==> src/rtl/four_bit_unsigned_mul.sv <==
// Registered 4x4 unsigned multiplier: an AND partial-product array reduced by three
// ripple-carry adder rows, with the 8-bit product captured in an output register.

module four_bit_unsigned_mul_ha (
    input  logic a_i,
    input  logic b_i,
    output logic s_o,
    output logic c_o
);
    assign s_o = a_i ^ b_i;
    assign c_o = a_i & b_i;
endmodule

module four_bit_unsigned_mul_fa (
    input  logic a_i,
    input  logic b_i,
    input  logic c_i,
    output logic s_o,
    output logic c_o
);
    assign s_o = a_i ^ b_i ^ c_i;
    assign c_o = (a_i & b_i) | (c_i & (a_i ^ b_i));
endmodule

module four_bit_unsigned_mul (
    input  logic       clk,
    input  logic       rst,
    input  logic [3:0] A,
    input  logic [3:0] B,
    output logic [7:0] product
);
    logic [3:0][3:0] pp;     // pp[i][j] = A[j] & B[i]
    logic [3:1][3:0] row_up; // addend from the previous row: {carry-out, sum[3:1]}
    logic [3:1][3:0] row_s;
    logic [3:1][3:0] row_c;
    logic [7:0]      product_d;
    logic [7:0]      product_q;

    always_comb begin
        pp = '0;
        for (int i = 0; i < 4; i++) begin
            for (int j = 0; j < 4; j++) begin
                pp[i][j] = A[j] & B[i];
            end
        end
    end

    assign row_up[1] = {1'b0, pp[0][3:1]};

    for (genvar k = 1; k < 4; k++) begin : g_row
        if (k > 1) begin : g_up
            assign row_up[k] = {row_c[k-1][3], row_s[k-1][3:1]};
        end

        four_bit_unsigned_mul_ha u_ha (
            .a_i (pp[k][0]),
            .b_i (row_up[k][0]),
            .s_o (row_s[k][0]),
            .c_o (row_c[k][0])
        );

        for (genvar j = 1; j < 4; j++) begin : g_bit
            four_bit_unsigned_mul_fa u_fa (
                .a_i (pp[k][j]),
                .b_i (row_up[k][j]),
                .c_i (row_c[k][j-1]),
                .s_o (row_s[k][j]),
                .c_o (row_c[k][j])
            );
        end
    end

    // Each row retires one low bit; row 3 supplies the top five bits.
    assign product_d = {row_c[3][3], row_s[3], row_s[2][0], row_s[1][0], pp[0][0]};

    always_ff @(posedge clk) begin
        if (rst) begin
            product_q <= 8'h00;
        end else begin
            product_q <= product_d;
        end
    end

    assign product = product_q;

endmodule

==> config.mk <==
export PLATFORM = sky130hd
export DESIGN_NAME = four_bit_unsigned_mul
export DESIGN_NICKNAME = d
export VERILOG_FILES = /design/src/rtl/four_bit_unsigned_mul.sv
export SDC_FILE = /design/constraint.sdc
export NUM_CORES = 1
export LEC_CHECK = 0
export CAP_MARGIN = 0
export CORE_AREA = 10 10 53 55
export DETAILED_ROUTE_END_ITERATION = 7
export DIE_AREA = 0 0 63 65
export PLACE_DENSITY = 0.56
export SETUP_SLACK_MARGIN = 0.2
export SYNTH_ARGS = -nofsm -noshare
export SYNTH_HDL_FRONTEND = slang
export SYNTH_HIERARCHICAL = 1
export SYNTH_SLANG_ARGS = --single-unit
==> constraint.sdc <==
create_clock -name clk -period 5.84 [get_ports clk]
set_input_delay 1.168 -clock clk [delete_from_list [all_inputs] [get_ports clk]]
set_output_delay 1.168 -clock clk [all_outputs]
set_load 0.01 [all_outputs]
# Word level (Yosys, flattened, before mapping)
# Cells that the tools add are included.
[totals]
register_bits = 8
output_inout_bits = 8
word_cells = 65
[op_classes]
bitwise_logic = 64
[ops]
columns = ["cell", "count"]
rows = [
  ["$and A1 B1 Y1", 36],
  ["$xor A1 B1 Y1", 20],
  ["$or A1 B1 Y1", 8],
]

# Logic depth before layout (Yosys ltp)
# Gate-level depths: netlist (run 1).
[depth]
ltp_word = 16
mapped_depth = 10
mapped_depth_nobuf = 10

# Modules after synthesis
# The synthesis (run 1) kept the hierarchy.
[modules_own_cells]
columns = ["mod", "n_inst", "area_per_inst_um2", "cells_each"]
rows = [
  ["four_bit_unsigned_mul", 1, 329.1, 32],
  ["four_bit_unsigned_mul_fa", 9, 20.0, 1],
  ["four_bit_unsigned_mul_ha", 3, 12.5, 1],
]

# Worst setup path after synthesis (run 1)
# No wires, ideal clock.
[synth_timing]
path_type = "in2reg"
startpoint = "input port B[1]"
endpoint = "register product_q[6], in the netlist product[6]"
t_arrival_ns = 4.590
n_path_buf = 0
stages = 10
setup_ns = 0.116
slack_ns = 1.134
required_time_ns = 5.724
cell_sequence = "and2_1 ha_1 fa_1 fa_1 fa_1 fa_1 fa_1 fa_1 fa_1 and2b_2"
[synth_rtl]
columns = ["element", "line", "rtl"]
rows = [
  ["start: declaration", "29", "input logic [3:0] B,"],
  ["end signal: assignment", "80", "product_q <= product_d;"],
  ["end: declaration", "37", "logic [7:0] product_q;"],
]

==> Implementation_results.wiki, run 1 <==
{| class="wikitable"
! Metric !! Value
|-
| Type of the worst min-delay path || in2reg
|-
| WP data arrival || 5.16 ns
|-
| Commonest cells in the synthesized netlist || 15 x and2_1, 9 x fa_1, 8 x dfxtp_1
|-
| Total Routing Usage GR || 5.02%
|-
| Syn_nets || 66
|-
| I/O Pins || 18
|-
| Routed Antenna Nets || 0
|-
| Number of flip-flops in the largest register || 8
|-
| Most area-consuming cells after synthesis || fa_1 33%, dfxtp_1 29%, and2_1 17%, and2b_2 11%, ha_1 6.9%
|-
| Effective utilization at floorplan || 29.4%
|-
| Initial detailed-routing violation count || 4
|-
| Ys async rst share || 0%
|-
| Start point of the critical path || B[1]
|-
| Worst IR drop on VDD || 0.0729 mV
|-
| Total number of H-tree levels || 1
|-
| Unique masters post-synth || 7
|-
| Crit end category || flip-flop
|-
| Pin count of the biggest net entering global routing || 9
|-
| Post-route DRC || 0
|-
| Count of final setup violators || 0
|-
| Status || complete, no violations
|-
| Area fraction of the dominant cell type after synthesis || 33.0%
|-
| Aggregate negative setup slack || 0 ns
|-
| WP data required || 5.98 ns
|-
| Unrepaired setup endpoints after global routing || false
|-
| Count of flip-flops with a built-in enable after synthesis || 0
|-
| Cell taking the most area after synthesis || fa_1
|-
| Number of standard cells in the layout, taps in and fillers out || 91
|-
| Final max-slew violation count || 0
|-
| Clock tree from TritonCTS || built
|-
| Fraction of layout cells with a size suffix above 1 || 17.2%
|-
| Die width || 63 um
|-
| Commonest register cell after synthesis || dfxtp_1
|-
| Filler Cell Count || 193
|-
| Cell row count || 16
|-
| Via count || 355
|-
| GRT overflow || 0
|-
| Power per standard cell area || 211 nW/um2
|-
| Master cell of the clock root buffer || clkbuf_4
|-
| Clock-pin slew on the worst setup and hold paths || 0.05 ns
|-
| Placeable Area || 1860 um2
|-
| Critical hold path startpoint || A[0]
|-
| Setup fix buffers added after clock tree synthesis || 0
|-
| Minimum clock period after layout || 5.02 ns
|-
| Max-capacitance violation count || 0
|-
| Post-placement cell area || 751 um2
|-
| Total count of hold-check failures in the final report || 0
|-
| Resized cells post-CTS || 0
|-
| Placed cells || 88
|-
| Max Fanout on Critical Path || 4
|-
| Mapped cell area || 547 um2
|-
| WL/cell || 10.6 um
|-
| Relative area change from synthesis to final layout || 41.4%
|-
| Cell with the most instances after synthesis || and2_1
|-
| Weighted congestion at the end of routability-driven global placement || 0.737
|-
| Number of buffers inserted by hold repair at cts || 0
|-
| Cell area after layout || 773 um2
|-
| Port Buf Inserts || 17
|-
| Flip-flop and latch area || 160 um2
|-
| Via/cell ratio || 3.90
|-
| Final Cycle Share || 86.0%
|-
| Highest clock frequency the design can meet || 199 MHz
|-
| DIE HEIGHT || 65 um
|-
| Worst slack after detailed placement || 0.525 ns
|-
| Antenna Cells || 0
|-
| Multi-input gate area in the final layout || 387 um2
|-
| Flop and latch count out of synthesis || 8
|-
| Number of nets in the final layout || 88
|-
| Leak Pwr || 0.342 nW
|-
| Total Power || 0.163 mW
|-
| DIE AREA || 4100 um2
|-
| Synthesized area per cell || 12.4 um2
|-
| Global-route wire length before repair || 1730 um
|-
| Register area share after synthesis || 29.3%
|-
| Via count of the first global-routing pass || 416
|-
| Final WS setup || 0.818 ns
|-
| Number of antenna violations at the first check in global routing || 0
|-
| # clock sinks || 8
|-
| Startpoint types || primary input
|-
| Maximum root-to-sink buffer count || 2
|-
| TritonCTS Buffers || 3
|-
| Pre-Repair DR Iteration Count || 2
|-
| Final wirelength || 964 um
|-
| Number of warnings issued by yosys || 6
|-
| Number of cells produced by synthesis || 44
|-
| Type of the worst setup path || in2reg
|}
[area by class of cell]
cell class / instances / share of cell area [%]
clock buffers: 3 / 2.91
repair buffers: 17 / 22.0
multi-input cells: 36 / 50.0
flip-flops and latches: 8 / 20.7
well taps: 27 / 4.37
[worst max-delay path, stage by stage]
cell	delay, ns
clkdlybuf4s50_1	0.45
and2_1	0.18
ha_1	0.20
fa_1	0.38
fa_1	0.47
fa_1	0.43
fa_1	0.39
fa_1	0.47
fa_1	0.42
fa_1	0.42
and2b_2	0.19
[placed cells by master, fill, tap and decap left out, drive strengths merged]
cell type	synthesis	layout
clkdlybuf4s50	0	17
and2b	7	7
and3b	1	1
fa	9	9
ha	3	3
conb	1	1
and2	15	15
clkbuf	0	3
dfxtp	8	8
[worst paths after layout]
path	end	depth (start not counted)
worst max-delay path	product[6]	11
worst min-delay path	product[0]	2
[where the power goes]
part           switching (mW)  total, mW  internal (mW)
sequential            0.00163     0.0642         0.0626
clock                  0.0168     0.0402         0.0234
combinational          0.0230     0.0586         0.0356
[stage by stage]
stage	hold WS (ns)	util (%)
finish	1.63	41.5
global route	1.65	41.5
CTS	1.64	41.5
detailed placement	1.90	40.3
global placement	1.90	40.3
floorplan	1.35	-
[cells by family (layout without fill, tap and decap cells)]
family	after synthesis	in the layout	share of synthesized area, %
other	1	1	0.686
DFF	8	8	29.3
adders and majority gates	12	12	39.8
buffers and inverters	0	20	0
and+or+nand+nor	23	23	30.2
[layer usage]
metal / track usage (%) / share of wire (%) / vias up
li1: - / - / 175
met1: 5.68 / 45 / 162
met2: 7.99 / 47 / 16
met3: 0.515 / 5.0 / 2
met4: 5.03 / 2.6 / 0
met5: 0 / 0 / -
Power figures use the tool's default switching activity.
==> run 2: changes to the inputs <==
--- a/config.mk
+++ b/config.mk
@@ -5,7 +5,7 @@
 export SDC_FILE = /design/constraint.sdc
 export NUM_CORES = 1
 export LEC_CHECK = 0
-export CAP_MARGIN = 0
+export CAP_MARGIN = 20
 export CORE_AREA = 10 10 53 55
 export DETAILED_ROUTE_END_ITERATION = 7
 export DIE_AREA = 0 0 63 65
==> results of run 2 <==
Final layout, timing and power as in run 1 (identical DEF).
